==> src/rtl/bpd_harness_scheduler_if.sv <==
// Signal bundle between front end, commit path, bpd_harness_scheduler and the DPI harness.
// The slave modport is the scheduler's view; master is the surrounding system's view.
interface bpd_harness_scheduler_if #(
  parameter int PC_W      = 64,
  parameter int UPD_DEPTH = 8
);
  localparam int CNT_W = $clog2(UPD_DEPTH) + 1;

  logic             pred_req_valid;
  logic             pred_req_ready;
  logic [PC_W-1:0]  pred_req_pc;
  logic             pred_resp_valid;
  logic [PC_W-1:0]  pred_resp_pc;
  logic             pred_resp_taken;
  logic             upd_in_valid;
  logic             upd_in_ready;
  logic [PC_W-1:0]  upd_in_pc;
  logic             upd_in_taken;
  logic [CNT_W-1:0] upd_count;
  logic             hw_req_valid;
  logic [PC_W-1:0]  hw_req_pc;
  logic             hw_req_taken;
  logic             hw_upd_valid;
  logic [PC_W-1:0]  hw_upd_pc;
  logic             hw_upd_taken;

  modport slave (
    input  pred_req_valid, pred_req_pc, upd_in_valid, upd_in_pc, upd_in_taken, hw_req_taken,
    output pred_req_ready, pred_resp_valid, pred_resp_pc, pred_resp_taken, upd_in_ready,
           upd_count, hw_req_valid, hw_req_pc, hw_upd_valid, hw_upd_pc, hw_upd_taken
  );

  modport master (
    output pred_req_valid, pred_req_pc, upd_in_valid, upd_in_pc, upd_in_taken, hw_req_taken,
    input  pred_req_ready, pred_resp_valid, pred_resp_pc, pred_resp_taken, upd_in_ready,
           upd_count, hw_req_valid, hw_req_pc, hw_upd_valid, hw_upd_pc, hw_upd_taken
  );
endinterface

==> src/rtl/bpd_harness_scheduler.sv <==
// Single-slot scheduler in front of the DPI branch-predictor harness: predicts vs queued updates.
// Optional macro BPD_SCHED_PERF_EN adds 32-bit perf counters (pred grants, upd grants, forced cycles).
module bpd_harness_scheduler #(
  parameter int UPD_DEPTH    = 8,
  parameter int STARVE_LIMIT = 4,
  parameter int PC_W         = 64
) (
  input  logic                   clock,
  input  logic                   reset,
  bpd_harness_scheduler_if.slave bus
`ifdef BPD_SCHED_PERF_EN
  ,
  output logic [31:0]            perf_pred_cnt,
  output logic [31:0]            perf_upd_cnt,
  output logic [31:0]            perf_force_cnt
`endif
);

  localparam int PTR_W = $clog2(UPD_DEPTH);
  localparam int CNT_W = PTR_W + 1;
  localparam int ST_W  = $clog2(STARVE_LIMIT + 1);

  typedef struct packed {
    logic [PC_W-1:0] pc;
    logic            taken;
  } upd_entry_t;

  upd_entry_t       fifo_q [UPD_DEPTH];
  upd_entry_t       fifo_d [UPD_DEPTH];
  logic [PTR_W-1:0] wr_ptr_q, wr_ptr_d;
  logic [PTR_W-1:0] rd_ptr_q, rd_ptr_d;
  logic [CNT_W-1:0] count_q, count_d;
  logic [ST_W-1:0]  starve_q, starve_d;

  logic             hw_req_valid_q, hw_req_valid_d;
  logic [PC_W-1:0]  hw_req_pc_q, hw_req_pc_d;
  logic             hw_upd_valid_q, hw_upd_valid_d;
  upd_entry_t       hw_upd_q, hw_upd_d;
  logic             pred_resp_valid_q, pred_resp_valid_d;
  logic [PC_W-1:0]  pred_resp_pc_q, pred_resp_pc_d;

  logic full;
  logic empty;
  logic starved;
  logic upd_force;
  logic pred_grant;
  logic upd_grant;
  logic push;

  // Updates win the slot when the FIFO is full or predicts have starved a non-empty queue.
  always_comb begin
    full       = (count_q == CNT_W'(UPD_DEPTH));
    empty      = (count_q == '0);
    starved    = (starve_q == ST_W'(STARVE_LIMIT));
    upd_force  = full | (starved & ~empty);
    pred_grant = bus.pred_req_valid & ~reset & ~upd_force;
    upd_grant  = ~reset & ~pred_grant & ~empty;
    push       = bus.upd_in_valid & ~reset & ~full;
  end

  always_comb begin
    fifo_d            = fifo_q;
    wr_ptr_d          = wr_ptr_q;
    rd_ptr_d          = rd_ptr_q;
    count_d           = count_q + CNT_W'(push) - CNT_W'(upd_grant);
    starve_d          = starve_q;
    hw_req_valid_d    = pred_grant;
    hw_req_pc_d       = pred_grant ? bus.pred_req_pc : '0;
    hw_upd_valid_d    = upd_grant;
    hw_upd_d          = upd_grant ? fifo_q[rd_ptr_q] : '0;
    pred_resp_valid_d = hw_req_valid_q;
    pred_resp_pc_d    = hw_req_valid_q ? hw_req_pc_q : '0;

    // The pop reads the pre-push array, so a fresh entry cannot issue in its arrival cycle.
    if (push) begin
      fifo_d[wr_ptr_q].pc    = bus.upd_in_pc;
      fifo_d[wr_ptr_q].taken = bus.upd_in_taken;
      wr_ptr_d               = wr_ptr_q + PTR_W'(1);
    end
    if (upd_grant) begin
      rd_ptr_d = rd_ptr_q + PTR_W'(1);
    end

    if (upd_grant || empty) begin
      starve_d = '0;
    end else if (pred_grant && !starved) begin
      starve_d = starve_q + ST_W'(1);
    end
  end

  always_ff @(posedge clock) begin
    if (reset) begin
      for (int i = 0; i < UPD_DEPTH; i++) begin
        fifo_q[i] <= '0;
      end
      wr_ptr_q          <= '0;
      rd_ptr_q          <= '0;
      count_q           <= '0;
      starve_q          <= '0;
      hw_req_valid_q    <= 1'b0;
      hw_req_pc_q       <= '0;
      hw_upd_valid_q    <= 1'b0;
      hw_upd_q          <= '0;
      pred_resp_valid_q <= 1'b0;
      pred_resp_pc_q    <= '0;
    end else begin
      fifo_q            <= fifo_d;
      wr_ptr_q          <= wr_ptr_d;
      rd_ptr_q          <= rd_ptr_d;
      count_q           <= count_d;
      starve_q          <= starve_d;
      hw_req_valid_q    <= hw_req_valid_d;
      hw_req_pc_q       <= hw_req_pc_d;
      hw_upd_valid_q    <= hw_upd_valid_d;
      hw_upd_q          <= hw_upd_d;
      pred_resp_valid_q <= pred_resp_valid_d;
      pred_resp_pc_q    <= pred_resp_pc_d;
    end
  end

  assign bus.pred_req_ready  = ~reset & ~upd_force;
  assign bus.upd_in_ready    = ~reset & ~full;
  assign bus.upd_count       = count_q;
  assign bus.hw_req_valid    = hw_req_valid_q;
  assign bus.hw_req_pc       = hw_req_pc_q;
  assign bus.hw_upd_valid    = hw_upd_valid_q;
  assign bus.hw_upd_pc       = hw_upd_q.pc;
  assign bus.hw_upd_taken    = hw_upd_q.taken;
  assign bus.pred_resp_valid = pred_resp_valid_q;
  assign bus.pred_resp_pc    = pred_resp_pc_q;
  // The harness answers one cycle after the request, so its direction is taken live.
  assign bus.pred_resp_taken = pred_resp_valid_q & bus.hw_req_taken;

`ifdef BPD_SCHED_PERF_EN
  logic [31:0] perf_pred_q, perf_pred_d;
  logic [31:0] perf_upd_q, perf_upd_d;
  logic [31:0] perf_force_q, perf_force_d;

  always_comb begin
    perf_pred_d  = perf_pred_q + 32'(pred_grant);
    perf_upd_d   = perf_upd_q + 32'(upd_grant);
    perf_force_d = perf_force_q + 32'(upd_force & bus.pred_req_valid);
  end

  always_ff @(posedge clock) begin
    if (reset) begin
      perf_pred_q  <= '0;
      perf_upd_q   <= '0;
      perf_force_q <= '0;
    end else begin
      perf_pred_q  <= perf_pred_d;
      perf_upd_q   <= perf_upd_d;
      perf_force_q <= perf_force_d;
    end
  end

  assign perf_pred_cnt  = perf_pred_q;
  assign perf_upd_cnt   = perf_upd_q;
  assign perf_force_cnt = perf_force_q;
`endif

endmodule
==> src/flat_wrapper.sv <==
// flat-port wrapper written by rule: the top's interface ports become plain ports
module bpd_harness_scheduler_flat 
#(
  parameter int UPD_DEPTH    = 8,
  parameter int STARVE_LIMIT = 4,
  parameter int PC_W         = 64
)
  (clock, reset, bus_pred_req_valid, bus_pred_req_pc, bus_upd_in_valid, bus_upd_in_pc, bus_upd_in_taken, bus_hw_req_taken, bus_pred_req_ready, bus_pred_resp_valid, bus_pred_resp_pc, bus_pred_resp_taken, bus_upd_in_ready, bus_upd_count, bus_hw_req_valid, bus_hw_req_pc, bus_hw_upd_valid, bus_hw_upd_pc, bus_hw_upd_taken);
  bpd_harness_scheduler_if #(.PC_W(PC_W), .UPD_DEPTH(UPD_DEPTH)) bus_i ();
  input  logic clock;
  input  logic reset;
  input wire logic [$bits(bus_i.pred_req_valid)-1:0] bus_pred_req_valid;
  input wire logic [$bits(bus_i.pred_req_pc)-1:0] bus_pred_req_pc;
  input wire logic [$bits(bus_i.upd_in_valid)-1:0] bus_upd_in_valid;
  input wire logic [$bits(bus_i.upd_in_pc)-1:0] bus_upd_in_pc;
  input wire logic [$bits(bus_i.upd_in_taken)-1:0] bus_upd_in_taken;
  input wire logic [$bits(bus_i.hw_req_taken)-1:0] bus_hw_req_taken;
  output wire logic [$bits(bus_i.pred_req_ready)-1:0] bus_pred_req_ready;
  output wire logic [$bits(bus_i.pred_resp_valid)-1:0] bus_pred_resp_valid;
  output wire logic [$bits(bus_i.pred_resp_pc)-1:0] bus_pred_resp_pc;
  output wire logic [$bits(bus_i.pred_resp_taken)-1:0] bus_pred_resp_taken;
  output wire logic [$bits(bus_i.upd_in_ready)-1:0] bus_upd_in_ready;
  output wire logic [$bits(bus_i.upd_count)-1:0] bus_upd_count;
  output wire logic [$bits(bus_i.hw_req_valid)-1:0] bus_hw_req_valid;
  output wire logic [$bits(bus_i.hw_req_pc)-1:0] bus_hw_req_pc;
  output wire logic [$bits(bus_i.hw_upd_valid)-1:0] bus_hw_upd_valid;
  output wire logic [$bits(bus_i.hw_upd_pc)-1:0] bus_hw_upd_pc;
  output wire logic [$bits(bus_i.hw_upd_taken)-1:0] bus_hw_upd_taken;
  assign bus_i.pred_req_valid = bus_pred_req_valid;
  assign bus_i.pred_req_pc = bus_pred_req_pc;
  assign bus_i.upd_in_valid = bus_upd_in_valid;
  assign bus_i.upd_in_pc = bus_upd_in_pc;
  assign bus_i.upd_in_taken = bus_upd_in_taken;
  assign bus_i.hw_req_taken = bus_hw_req_taken;
  assign bus_pred_req_ready = bus_i.pred_req_ready;
  assign bus_pred_resp_valid = bus_i.pred_resp_valid;
  assign bus_pred_resp_pc = bus_i.pred_resp_pc;
  assign bus_pred_resp_taken = bus_i.pred_resp_taken;
  assign bus_upd_in_ready = bus_i.upd_in_ready;
  assign bus_upd_count = bus_i.upd_count;
  assign bus_hw_req_valid = bus_i.hw_req_valid;
  assign bus_hw_req_pc = bus_i.hw_req_pc;
  assign bus_hw_upd_valid = bus_i.hw_upd_valid;
  assign bus_hw_upd_pc = bus_i.hw_upd_pc;
  assign bus_hw_upd_taken = bus_i.hw_upd_taken;
  bpd_harness_scheduler #(.UPD_DEPTH(UPD_DEPTH), .STARVE_LIMIT(STARVE_LIMIT), .PC_W(PC_W)) u_core (.clock(clock), .reset(reset), .bus(bus_i));
endmodule
==> config.mk <==
export PLATFORM = sky130hd
export DESIGN_NAME = bpd_harness_scheduler_flat
export DESIGN_NICKNAME = d
export VERILOG_FILES = /design/src/rtl/bpd_harness_scheduler_if.sv /design/src/rtl/bpd_harness_scheduler.sv /design/src/flat_wrapper.sv
export SDC_FILE = /design/constraint.sdc
export NUM_CORES = 1
export LEC_CHECK = 0
export ABC_AREA = 1
export CAP_MARGIN = 20
export CELL_PAD_IN_SITES_DETAIL_PLACEMENT = 0
export CELL_PAD_IN_SITES_GLOBAL_PLACEMENT = 1
export CORE_MARGIN = 1.5
export CORE_UTILIZATION = 43
export DETAILED_ROUTE_END_ITERATION = 12
export GPL_ROUTABILITY_DRIVEN = 0
export GPL_TIMING_DRIVEN = 0
export PLACE_DENSITY_LB_ADDON = 0.05
export SKIP_CTS_REPAIR_TIMING = 1
export SLEW_MARGIN = 10
export SYNTH_ARGS = -nofsm -noshare
export SYNTH_HDL_FRONTEND = slang
export SYNTH_SLANG_ARGS = --single-unit
==> constraint.sdc <==
create_clock -name clock -period 3.89 [get_ports clock]
set_input_delay 0.778 -clock clock [delete_from_list [all_inputs] [get_ports clock]]
set_output_delay 0.778 -clock clock [all_outputs]
set_load 0.02 [all_outputs]
==> results_dict.tcl, run 1 <==
set metrics [dict create \
    outcome "complete, no violations" \
    layoutNonFillerInstCount 5818 \
    antenna_found_initial 1 \
    final.period_utilization 0.984 \
    p_clk_frac 0.360 \
    period_needed_ns 3.83 \
    total_length_of_routed_wires_mm 98.9 \
    route.vias.total 28600 \
    p_int_mw 14.8 \
    synth_top_cell_by_area "dfxtp_1" \
    netlist.area_leader.share 0.491 \
    master_of_the_slowest_instance_on_the_critical_path "clkdlybuf4s50_1" \
    synth_sequential_area_ratio 0.491 \
    reg2reg_slack_ns 0.56 \
    timing.critical_path.cells "clkdlybuf4s50_1 > buf_4 > clkinvlp_4 > clkbuf_4 > nand2_1 > a21oi_1 > clkdlybuf4s50_1" \
    tritoncts_num_sinks 729 \
    initial_utilization 0.434 \
    synthCells 4456 \
    grt.total_usage 0.275 \
    finalMaxSlewViolations 0 \
    worst-endpoint-arrival_ns 3.05 \
    worst_slew_pin_slew_ns 1.10 \
    global_route_wire_length_before_repair_mm 151 \
    critPathKind "input pin to output port" \
    leakage_nw 15.2 \
    fin_nets 5019 \
    portBuffers 336 \
    ctsLongestPathBuffers 3 \
    final.hold.worst_slack_ns 0.420 \
    die_width_um 266 \
    setup_viol 0 \
    first_iter_violations 1978 \
    root_buffer_master "clkbuf_16" \
    viasPerCell 4.91 \
    worstPathMaxFanout 10 \
    post_synth.cell_area_avg_um2 6.67 \
    layout-drive-gt1-share 0.0513 \
    tritoncts "built" \
    global_route.overflow_total 0 \
    remaining_drc_errors 0 \
    htree_num_levels 3 \
    critPathMaxStageDelay_ns 0.56 \
    switching_share 0.339 \
    dieArea_um2 70700 \
    hold_path.class "flip-flop to flip-flop" \
    final_antenna_net_count 0 \
    detail_route.wl_per_cell_um 17.0 \
    power_frac_comb 0.275 \
    core_area_um2 68500 \
    io_pins 337 \
    crit_path_most_repeated_cell "clkdlybuf4s50_1" \
    timing.max_slew.rel_slack 0.264 \
    ys_ff_latch 729 \
    synthesized_nets 4600 \
    syn_to_final_growth_pct 24.3 \
    cts_inserted_buffers 80 \
    required_ns 3.11 \
    critical_path.endpoint_type "output port" \
    ys_top_cells_by_area "dfxtp_1, nor2_1, nand2_1" \
    rows 96 \
    grt_pass1_vias 25900 \
    p_per_area_nw_per_um2 604 \
    finClkSkew_ns 0.0232 \
    critical_path.startpoint_type "input pin" \
    clk_transition_reported_paths_ns 0.06 \
    fmaxAchievable_mhz 261 \
    yosys_warnings 0 \
    max-vdd-ir-drop_mv 0.360 \
    n_antenna_cell 0 \
    number_of_distinct_library_cells_after_synthesis 20 \
    dpl.hpwl_mm 72.7 \
    largest_net_degree_at_the_start_of_global_routing 14 \
    number_of_hold_slack_violations_in_the_final_timing_report 0 \
    synthesis.area_um2 29700 \
    floorplan.die.height_um 266 \
    detail_route.first_pass.iterations 5 \
    seq_power_share 0.366 \
    clock_latency_ns 0.63 \
    power_switching_mw 7.56 \
    drv.max_cap_violation_count 0 \
    dpl.cell_count 5675 \
]
[logic make-up after synthesis]
family	after synthesis	synth area share
AND/OR/NAND/NOR	2657	0.342
flip-flops	729	0.491
buffers and inverters	530	0.0733
AO/OA/AOI/OAI	528	0.0889
adder cells (fa/ha/maj)	10	0.00446
XOR/XNOR	2	0.000589
[placed cells by master, fill, tap and decap left out, types with 2 or more instances in the layout]
master	instances
a21oi_1	199
buf_1	46
buf_2	107
buf_4	16
bufinv_16	11
clkbuf_1	159
clkbuf_16	81
clkbuf_2	4
clkbuf_8	16
clkdlybuf4s50_1	336
clkinv_2	4
clkinvlp_4	3
dfxtp_1	729
ha_1	9
inv_1	218
inv_2	2
inv_6	4
nand2_1	1133
nand3_1	135
nand4_1	2
nor2_1	1380
nor3_1	4
nor3_2	3
o21ai_0	328
xnor2_1	2
[through the flow]
step | util | setup TNS, ns | power [mW] | cell area (µm²) | setup WS [ns]
after floorplan | - | 0 | 11.9 | 29700 | 1.34
after global placement | 0.500 | -253.90 | 14.5 | 34200 | -1.28
after detailed placement | 0.500 | -3.52 | 14.5 | 34200 | -0.675
after CTS | 0.540 | -1.31 | 22.5 | 37000 | -0.700
after global routing | 0.540 | -0.00576 | 23.5 | 37000 | -0.00576
final | 0.540 | 0 | 22.3 | 37000 | 0.0627
[synth_stat cells]
library cell     n
nand2_1       1133
clkinv_1         1
nand4_1          2
a31oi_1          1
clkbuf_1       140
xnor2_1          2
fa_1             1
ha_1             9
buf_1           46
inv_2            2
a21oi_1        199
inv_1          219
buf_4           15
nor2_1        1380
nor3_1           4
dfxtp_1        729
buf_2          107
nand3_1        135
o21ai_0        328
nor3_2           3
[power groups by stage]
stage	clock (mW)	sequential, mW	combinational, mW
final	8.03	8.16	6.13
after global routing	8.43	8.21	6.84
after CTS	8.15	8.16	6.18
after detailed placement	0	8.32	6.16
after global placement	0	8.31	6.15
after floorplan	0	8.66	3.25
[worst paths after layout]
kind | start | endpoint | cells after the start
hold / removal | u_core.bus.hw_req_pc[2] | u_core.bus.pred_resp_pc[2] | 2
setup / recovery | reset | bus_pred_req_ready | 7
setup reg to reg | u_core.bus.upd_count[2] | u_core.bus.upd_count[1] | 13
hold reg to reg | u_core.bus.hw_req_pc[2] | u_core.bus.pred_resp_pc[2] | 2
[final cells by class]
class                      instances  area (µm²)
clock buffer                     122        2340
tap                              882        1100
multi-input combinational       3197       13000
inverter                         222         837
clock inverter                    21         400
buffer                           308        1360
fill                            7206       31500
sequential                       729       14600
timing repair buffer             337        3380
[per-layer routing]
| metal | track usage | vias up | part of all wire |
|---|---|---|---|
| met5 | 0 | - | 0 |
| met1 | 0.371 | 13200 | 0.46 |
| li1 | - | 14500 | - |
| met4 | 0.0829 | 0 | 0.028 |
| met3 | 0.0366 | 148 | 0.050 |
| met2 | 0.457 | 707 | 0.46 |
[sequential cells by signal, summed over array words and instances, names as in the netlist]
signal / flops
u_core.rd_ptr_q: 3
u_core.bus.hw_upd_valid: 1
u_core.starve_q: 3
u_core.fifo_q: 520
u_core.wr_ptr_q: 3
u_core.bus.pred_resp_valid: 1
u_core.bus.hw_req_pc: 64
u_core.bus.hw_req_valid: 1
u_core.bus.pred_resp_pc: 64
u_core.bus.upd_count: 4
u_core.bus.hw_upd_pc: 64
u_core.bus.hw_upd_taken: 1
[critical path: cells and delay by family]
kind / cells / cell delay (ns)
AOI/OAI and AO/OA: 1 / 0.05
buffers and inverters: 5 / 2.08
and+or+nand+nor: 1 / 0.13
Note: power is estimated with default switching activity, not from simulation.
==> inputs of run 2 (changes only) <==
--- a/config.mk
+++ b/config.mk
@@ -6,7 +6,6 @@
 export NUM_CORES = 1
 export LEC_CHECK = 0
 export ABC_AREA = 1
-export CAP_MARGIN = 20
 export CELL_PAD_IN_SITES_DETAIL_PLACEMENT = 0
 export CELL_PAD_IN_SITES_GLOBAL_PLACEMENT = 1
 export CORE_MARGIN = 1.5
==> results_dict.tcl, run 2 (synthesized netlist as in run 1, its figures left out) <==
set metrics [dict create \
    remaining_drc_errors 0 \
    viasPerCell 4.90 \
    dpl.cell_count 5674 \
    cts_inserted_buffers 81 \
    grt.total_usage 0.274 \
    p_int_mw 14.5 \
    max-vdd-ir-drop_mv 0.485 \
    dpl.hpwl_mm 72.6 \
    setup_viol 0 \
    detail_route.wl_per_cell_um 17.0 \
    power_switching_mw 7.62 \
    antenna_found_initial 0 \
    power_frac_comb 0.276 \
    initial_utilization 0.434 \
    layout.cell_area.non_filler_um2 36900 \
    totalPowerFinal_mw 22.2 \
    dieArea_um2 70700 \
    tritoncts_num_sinks 729 \
    die_width_um 266 \
    drv.max_cap_violation_count 0 \
    htree_num_levels 3 \
    period_needed_ns 3.68 \
    detail_route.first_pass.iterations 6 \
    hold_path.class "flip-flop to flip-flop" \
    rsz0062_at_grt "false" \
    p_per_area_nw_per_um2 600 \
    timing.max_slew.rel_slack 0.234 \
    total_length_of_routed_wires_mm 98.8 \
    syn_to_final_growth_pct 24.2 \
    first_iter_violations 1872 \
    required_ns 3.11 \
    dpl_ws_ns -0.683 \
    route.vias.total 28500 \
    p_clk_frac 0.356 \
    clock_latency_ns 0.63 \
    critical_path.startpoint_type "input pin" \
    final_antenna_net_count 0 \
    global_route.overflow_total 0 \
    portBuffers 336 \
    grt_pass1_vias 25700 \
    most-common-layout-cells "nor2_1, nand2_1, dfxtp_1" \
    final.period_utilization 0.946 \
    layout-drive-gt1-share 0.0529 \
    worst_slew_pin_slew_ns 1.15 \
    critical_path.endpoint_type "output port" \
    worstPathMaxFanout 11 \
    fmaxAchievable_mhz 272 \
    layout_setup_ws_ns 0.211 \
    layoutNonFillerInstCount 5822 \
    global_route_wire_length_before_repair_mm 150 \
    largest_register_ffs 520 \
    final.hold.worst_slack_ns 0.418 \
    finClkSkew_ns 0.0184 \
    number_of_hold_slack_violations_in_the_final_timing_report 0 \
    root_buffer_master "clkbuf_16" \
    critPathKind "input pin to output port" \
    layout.cells.most_common "nor2_1" \
    leakage_nw 15.2 \
    worst-endpoint-arrival_ns 2.90 \
    most_flop_heavy_register "u_core.fifo_q" \
    floorplan.die.height_um 266 \
    clk_transition_reported_paths_ns 0.06 \
    outcome "complete, no violations" \
    switching_share 0.344 \
    seq_power_share 0.368 \
    largest_net_degree_at_the_start_of_global_routing 14 \
    core_area_um2 68500 \
    fin_nets 5019 \
    dpl_cell_area_um2 34200 \
    finalMaxSlewViolations 0 \
    io_pins 337 \
    ctsLongestPathBuffers 3 \
    tritoncts "built" \
    rows 96 \
]
-- run 2: cell count changes in the layout (fill, tap and decap cells not counted), sizes merged --
cell      change
buf           -1
bufinv        -5
clkbuf        -3
clkinv        +8
clkinvlp      -1
diode         +4
inv           +2
-- run 2: through the flow --
| stage | TNS, ns | utilization |
|---|---|---|
| floorplan | 0 | - |
| global placement | -253.90 | 0.500 |
| detailed placement | -4.96 | 0.500 |
| CTS | -1.32 | 0.539 |
| global route | 0 | 0.539 |
| finish | 0 | 0.540 |
-- run 2: layout make-up --
type / instances / area, µm²
Fill cell: 7084 / 31500
Sequential cell: 729 / 14600
Multi-Input combinational cell: 3197 / 13000
Timing Repair Buffer: 336 / 3360
Clock buffer: 119 / 2380
Buffer: 308 / 1360
Tap cell: 882 / 1100
Inverter: 222 / 837
Clock inverter: 25 / 323
Antenna cell: 4 / 10.0
-- run 2: final timing paths --
kind | startpoint | end | slack [ns] | cells past startpoint
setup / recovery | reset | bus_pred_req_ready | 0.21 | 7
hold / removal | u_core.bus.hw_req_pc[41] | u_core.bus.pred_resp_pc[41] | 0.42 | 2
setup reg to reg | u_core.bus.upd_count[2] | u_core.bus.upd_count[1] | 0.60 | 13
hold reg to reg | u_core.bus.hw_req_pc[41] | u_core.bus.pred_resp_pc[41] | 0.42 | 2
-- run 2: power groups by stage --
stage / clock network (mW) / logic [mW] / registers, mW
2_1_floorplan: 0 / 3.25 / 8.66
3_3_place_gp: 0 / 6.15 / 8.31
3_5_place_dp: 0 / 6.15 / 8.32
4_1_cts: 8.00 / 6.17 / 8.16
5_1_grt: 8.28 / 6.83 / 8.21
6_report: 7.88 / 6.12 / 8.16
-- run 2: per-layer routing --
metal  share of wire  vias to the layer above  routed length, µm  track usage
met5               0                        -                  0            0
met4           0.027                        0               2690       0.0863
met3           0.056                      147               5500       0.0404
met2            0.46                      716              45600        0.454
met1            0.46                    13100              45000        0.367
li1                -                    14500                  -            -
-- run 2: critical path: stages --
cell             delay [ns]
clkdlybuf4s50_1        0.50
buf_6                  0.30
clkinvlp_4             0.27
clkbuf_4               0.30
nand2_1                0.13
a21oi_1                0.05
clkdlybuf4s50_1        0.55
